$ cat src/rtl/seg7_hex_scan.sv
// Four-digit multiplexed hex display driver with shadowed value, decimal point,
// leading-zero blanking and a free-running blink for the negative indicator.
module seg7_hex_scan #(
  parameter int unsigned REFRESH_DIV = 100000,
  parameter int unsigned BLINK_DIV   = 50000000
) (
  input  logic        clk,
  input  logic        clr,
  input  logic        load,
  input  logic [15:0] value,
  input  logic        dp_en,
  input  logic [1:0]  dp_pos,
  input  logic        neg,
  input  logic        blank_lz,
  output logic [6:0]  seg,
  output logic [3:0]  an,
  output logic        dp,
  output logic        neg_led
);

  localparam int unsigned RW = (REFRESH_DIV > 1) ? $clog2(REFRESH_DIV) : 1;
  localparam int unsigned BW = (BLINK_DIV > 1) ? $clog2(BLINK_DIV) : 1;

  logic [RW-1:0] rcnt_q;
  logic [1:0]    idx_q;
  logic [BW-1:0] bcnt_q;
  logic          blink_q;
  logic          tick;
  logic          bwrap;

  logic [15:0]   sh_val_q;
  logic          sh_dpen_q;
  logic [1:0]    sh_dppos_q;
  logic          sh_neg_q;

  logic [3:0]    nib;
  logic [15:0]   upper;
  logic          blank;
  logic [6:0]    hex_d;
  logic [6:0]    seg_d;
  logic [3:0]    an_d;
  logic          dp_d;
  logic          neg_led_d;

  assign tick  = (rcnt_q == RW'(REFRESH_DIV - 1));
  assign bwrap = (bcnt_q == BW'(BLINK_DIV - 1));

  // Refresh prescaler and digit index; a load never disturbs the scan.
  always_ff @(posedge clk) begin
    if (clr) begin
      rcnt_q <= '0;
      idx_q  <= '0;
    end else if (tick) begin
      rcnt_q <= '0;
      idx_q  <= idx_q + 2'd1;
    end else begin
      rcnt_q <= rcnt_q + RW'(1);
    end
  end

  // Blink half-period counter; blink toggles on each wrap.
  always_ff @(posedge clk) begin
    if (clr) begin
      bcnt_q  <= '0;
      blink_q <= 1'b0;
    end else if (bwrap) begin
      bcnt_q  <= '0;
      blink_q <= ~blink_q;
    end else begin
      bcnt_q  <= bcnt_q + BW'(1);
    end
  end

  // Shadow registers capture the display word on load.
  always_ff @(posedge clk) begin
    if (clr) begin
      sh_val_q   <= '0;
      sh_dpen_q  <= 1'b0;
      sh_dppos_q <= '0;
      sh_neg_q   <= 1'b0;
    end else if (load) begin
      sh_val_q   <= value;
      sh_dpen_q  <= dp_en;
      sh_dppos_q <= dp_pos;
      sh_neg_q   <= neg;
    end
  end

  // Current digit decode: nibble, hex pattern, blanking, anode and dp.
  always_comb begin
    nib   = sh_val_q[{idx_q, 2'b00} +: 4];
    upper = sh_val_q >> {idx_q, 2'b00};
    hex_d = 7'h7F;
    unique case (nib)
      4'h0: hex_d = 7'h40;
      4'h1: hex_d = 7'h79;
      4'h2: hex_d = 7'h24;
      4'h3: hex_d = 7'h30;
      4'h4: hex_d = 7'h19;
      4'h5: hex_d = 7'h12;
      4'h6: hex_d = 7'h02;
      4'h7: hex_d = 7'h78;
      4'h8: hex_d = 7'h00;
      4'h9: hex_d = 7'h10;
      4'hA: hex_d = 7'h08;
      4'hB: hex_d = 7'h03;
      4'hC: hex_d = 7'h46;
      4'hD: hex_d = 7'h21;
      4'hE: hex_d = 7'h06;
      4'hF: hex_d = 7'h0E;
    endcase
    // Digits at or right of the decimal point always show, as does digit 0.
    blank = blank_lz && (idx_q != 2'd0) && (upper == 16'h0000)
            && !(sh_dpen_q && (idx_q <= sh_dppos_q));
    seg_d     = blank ? 7'h7F : hex_d;
    an_d      = ~(4'b0001 << idx_q);
    dp_d      = !(sh_dpen_q && (idx_q == sh_dppos_q));
    neg_led_d = blink_q & sh_neg_q;
  end

  // Registered pins; dark while in reset.
  always_ff @(posedge clk) begin
    if (clr) begin
      seg     <= 7'h7F;
      an      <= 4'hF;
      dp      <= 1'b1;
      neg_led <= 1'b0;
    end else begin
      seg     <= seg_d;
      an      <= an_d;
      dp      <= dp_d;
      neg_led <= neg_led_d;
    end
  end

endmodule

$ cat config.mk
export PLATFORM = sky130hd
export DESIGN_NAME = seg7_hex_scan
export DESIGN_NICKNAME = d
export VERILOG_FILES = /design/src/rtl/seg7_hex_scan.sv
export SDC_FILE = /design/constraint.sdc
export NUM_CORES = 1
export LEC_CHECK = 0
export CAP_MARGIN = 40
export CORE_ASPECT_RATIO = 0.7
export CORE_MARGIN = 5
export CORE_UTILIZATION = 55
export DETAILED_ROUTE_END_ITERATION = 7
export DONT_BUFFER_PORTS = 1
export PLACE_DENSITY = 0.7
export SYNTH_ARGS = -nofsm -noshare
export SYNTH_HDL_FRONTEND = slang
export SYNTH_SLANG_ARGS = --single-unit
$ cat constraint.sdc
create_clock -name clk -period 6 [get_ports clk]
set_input_delay 0.3 -clock clk [delete_from_list [all_inputs] [get_ports clk]]
set_output_delay 0.3 -clock clk [all_outputs]
set_load 0.05 [all_outputs]
==> flow_summary.json <==
{
  "finalMaxSlewViolations": 0,
  "relSlewSlack": 0.448,
  "cp_num_buf_inv": 1,
  "dpl.hpwl_mm": 4.82,
  "worstSetupEndpointType": "flip-flop",
  "hold_buffers": 4,
  "grt_usage": 0.181,
  "dieArea_mm2": 0.00816,
  "async_flop_share": 0,
  "synth_cell_types": 46,
  "clockRootBuffer": "clkbuf_8",
  "portBuffers": 0,
  "core_mm2": 0.00625,
  "synth-seq-area-share": 0.447,
  "rsz0062_at_grt": "no",
  "cp_data_required_time_ns": 6.28,
  "tightest_slew_ns": 0.828,
  "io_pins": 37,
  "grt_use_met1": 0.249,
  "final_cell_count_no_fill": 460,
  "fin_hold_ws_ns": 0.0183,
  "globalRouteMet3Util": 0.0730,
  "die_w_um": 106,
  "syn_nets": 412,
  "dp_slack_ns": 3.47,
  "die_y_um": 77.1,
  "syn_area_mm2": 0.00354,
  "yosys-top-cells-area": "dfxtp_1 45%, nor2_1 8.1%, mux2i_1 6.8%, xor2_1 6.2%, ha_1 4.6%",
  "slowest_stage": "mux4_2",
  "p_leak_uw": 0.00144,
  "fin_crit_sh": 0.419,
  "fin_crit_ns": 2.51,
  "viasPerCell": 5.47,
  "path_cells": "mux4_2, inv_1, ha_1, nor4b_1, o211ai_1, a21oi_1, o21ai_1, o211ai_1",
  "grt_max_degree": 25,
  "wl_mm": 6.92,
  "synthCells": 375,
  "synth_top_area_frac": 0.447,
  "finClkSkew_ns": 0.00781,
  "layout-drive-gt1-share": 0.0654,
  "firstDrtPassIters": 4,
  "start_util": 0.566,
  "finalSetupViolCount": 0,
  "max_freq_ghz": 0.398,
  "cp_common_cell": "o211ai_1",
  "placed_cells": 440,
  "layout.area.seq_mm2": 0.00158,
  "ys_ff_latch": 79,
  "post-cts-setup-buffers": 0,
  "grt_pass1_vias": 2377,
  "fin_util": 0.612,
  "drc": 0,
  "grt_pass1_wl_mm": 11.8,
  "hp-class": "in -> reg",
  "num_vias": 2514,
  "synth_edf_count": 0,
  "arrival_ns": 2.79,
  "status": "complete, no violations",
  "cts_tree": "built",
  "ir_worst_vdd_mv": 0.131,
  "synth_ff_type": "dfxtp_1",
  "ctsHtreeMaxLevel": 3,
  "rows": 24,
  "fill_cells": 550,
  "critPathMaxStageDelay_ns": 0.63,
  "clock_latency_ns": 0.35,
  "met2_usage": 0.260,
  "final_nets": 415,
  "areaGrowthSynthToFinish_pct": 8.07,
  "cap_violations": 0,
  "start_kind": "flip-flop",
  "syn_avg_cell_area_um2": 9.43,
  "fin_tns_setup_ns": 0,
  "ctsLongestPathBuffers": 2,
  "clkTransAtPathRegs_ns": 0.08,
  "fin_ws_ns": 3.49,
  "cpLargestDelayFamily": "multiplexers",
  "grt-ovfl-total": 0,
  "cp_max_fo": 10,
  "grt_busiest_layer": "met2",
  "yosysTopAreaCell": "dfxtp_1",
  "clkSinkCount": 79,
  "diodes": 0,
  "drtAntennaViolNets": 0,
  "drt-initial-drc-count": 141,
  "crit_type": "reg -> reg",
  "multi_input_area_mm2": 0.00182,
  "wl_per_cell_um": 15.1,
  "gp_congestion": 0.793,
  "p_per_area_mw_per_mm2": 285,
  "numCtsBuffers": 9,
  "final_hold_viol_count": 0,
  "yosys_warnings": 0,
  "post_cts_resized": 0,
  "antenna_found_initial": 0
}
[worst register-to-register path, cell delays in order, from the launching register on]
cell	delay [ns]
dfxtp_1	0.59
mux4_2	0.64
inv_1	0.14
ha_1	0.23
nor4b_1	0.25
o211ai_1	0.13
a21oi_1	0.14
o21ai_1	0.19
o211ai_1	0.14
[final timing paths]
path                            startpoint           end  slack [ns]  cells after the start
worst max register to register    idx_q[1]        seg[6]        3.49                      8
worst max-delay path              idx_q[1]        seg[6]        3.49                      8
worst min-delay path                   clr  sh_val_q[14]        0.02                      1
worst min register to register    sh_neg_q       neg_led        0.43                      2
[stage by stage]
| step | power (uW) | cell area (um^2) |
|---|---|---|
| final | 1090 | 3820 |
| after global routing | 1140 | 3820 |
| after CTS | 1100 | 3810 |
| after detailed placement | 642 | 3540 |
| after global placement | 640 | 3540 |
| after floorplan | 640 | 3540 |
[power by group]
group | leakage [uW] | switching (uW) | internal, uW | total (uW)
logic | 0.000679 | 28.6 | 26.8 | 55.4
registers | 0.000645 | 37.5 | 543 | 580
clock network | 0.000113 | 179 | 274 | 453
[logic make-up (layout without fill, tap and decap cells)]
| kind of cell | after synthesis | in the layout | synth area share |
|---|---|---|---|
| flops | 79 | 79 | 0.447 |
| xor+xnor | 38 | 38 | 0.0941 |
| compound gates | 23 | 23 | 0.0414 |
| buf+inv | 26 | 33 | 0.0389 |
| mux | 30 | 30 | 0.0998 |
| fa+ha+maj | 13 | 13 | 0.0460 |
| simple gates | 166 | 166 | 0.232 |
[cell usage in the layout (no fill, tap or decap), types with 6 or more instances in the layout]
cell and instances:
nand4_1 10, inv_1 13, clkbuf_8 9, ha_1 13, o211ai_1 6, mux2i_1 24
dfxtp_1 79, xor2_1 25, nand3_1 16, nand2_1 21, nor2_1 76, xnor2_1 13
nand2b_1 6
[cell type report]
cell class | instances | share of cell area
multi-input combinational | 270 | 0.475
sequential | 79 | 0.414
clock buffer | 11 | 0.0344
tap | 78 | 0.0255
clock inverter | 4 | 0.0249
timing repair buffer | 5 | 0.0131
inverter | 13 | 0.0128
[registers in the layout, summed over array words and instances, names as in the netlist, 2 cells and up]
| register | cells |
|---|---|
| an | 4 |
| bcnt_q | 26 |
| idx_q | 2 |
| rcnt_q | 17 |
| seg | 7 |
| sh_dppos_q | 2 |
| sh_val_q | 16 |
[synth_stat cells, types with 5 or more instances]
cell type  instances
xor2_1            25
inv_1             13
o211ai_1           6
nand2_1           21
mux2i_1           24
a21oi_1            5
ha_1              13
clkbuf_1           7
nor4_1             5
nand2b_1           6
nand4_1           10
dfxtp_1           79
nand3_1           16
nor2_1            76
xnor2_1           13
[metal layers]
layer  routed length (um)  vias to the layer above
met4                   91                        0
met5                    0                        -
li1                     -                     1287
met3                  567                       11
met1                 3480                     1158
met2                 2790                       58
(Power assumes the default switching activity.)
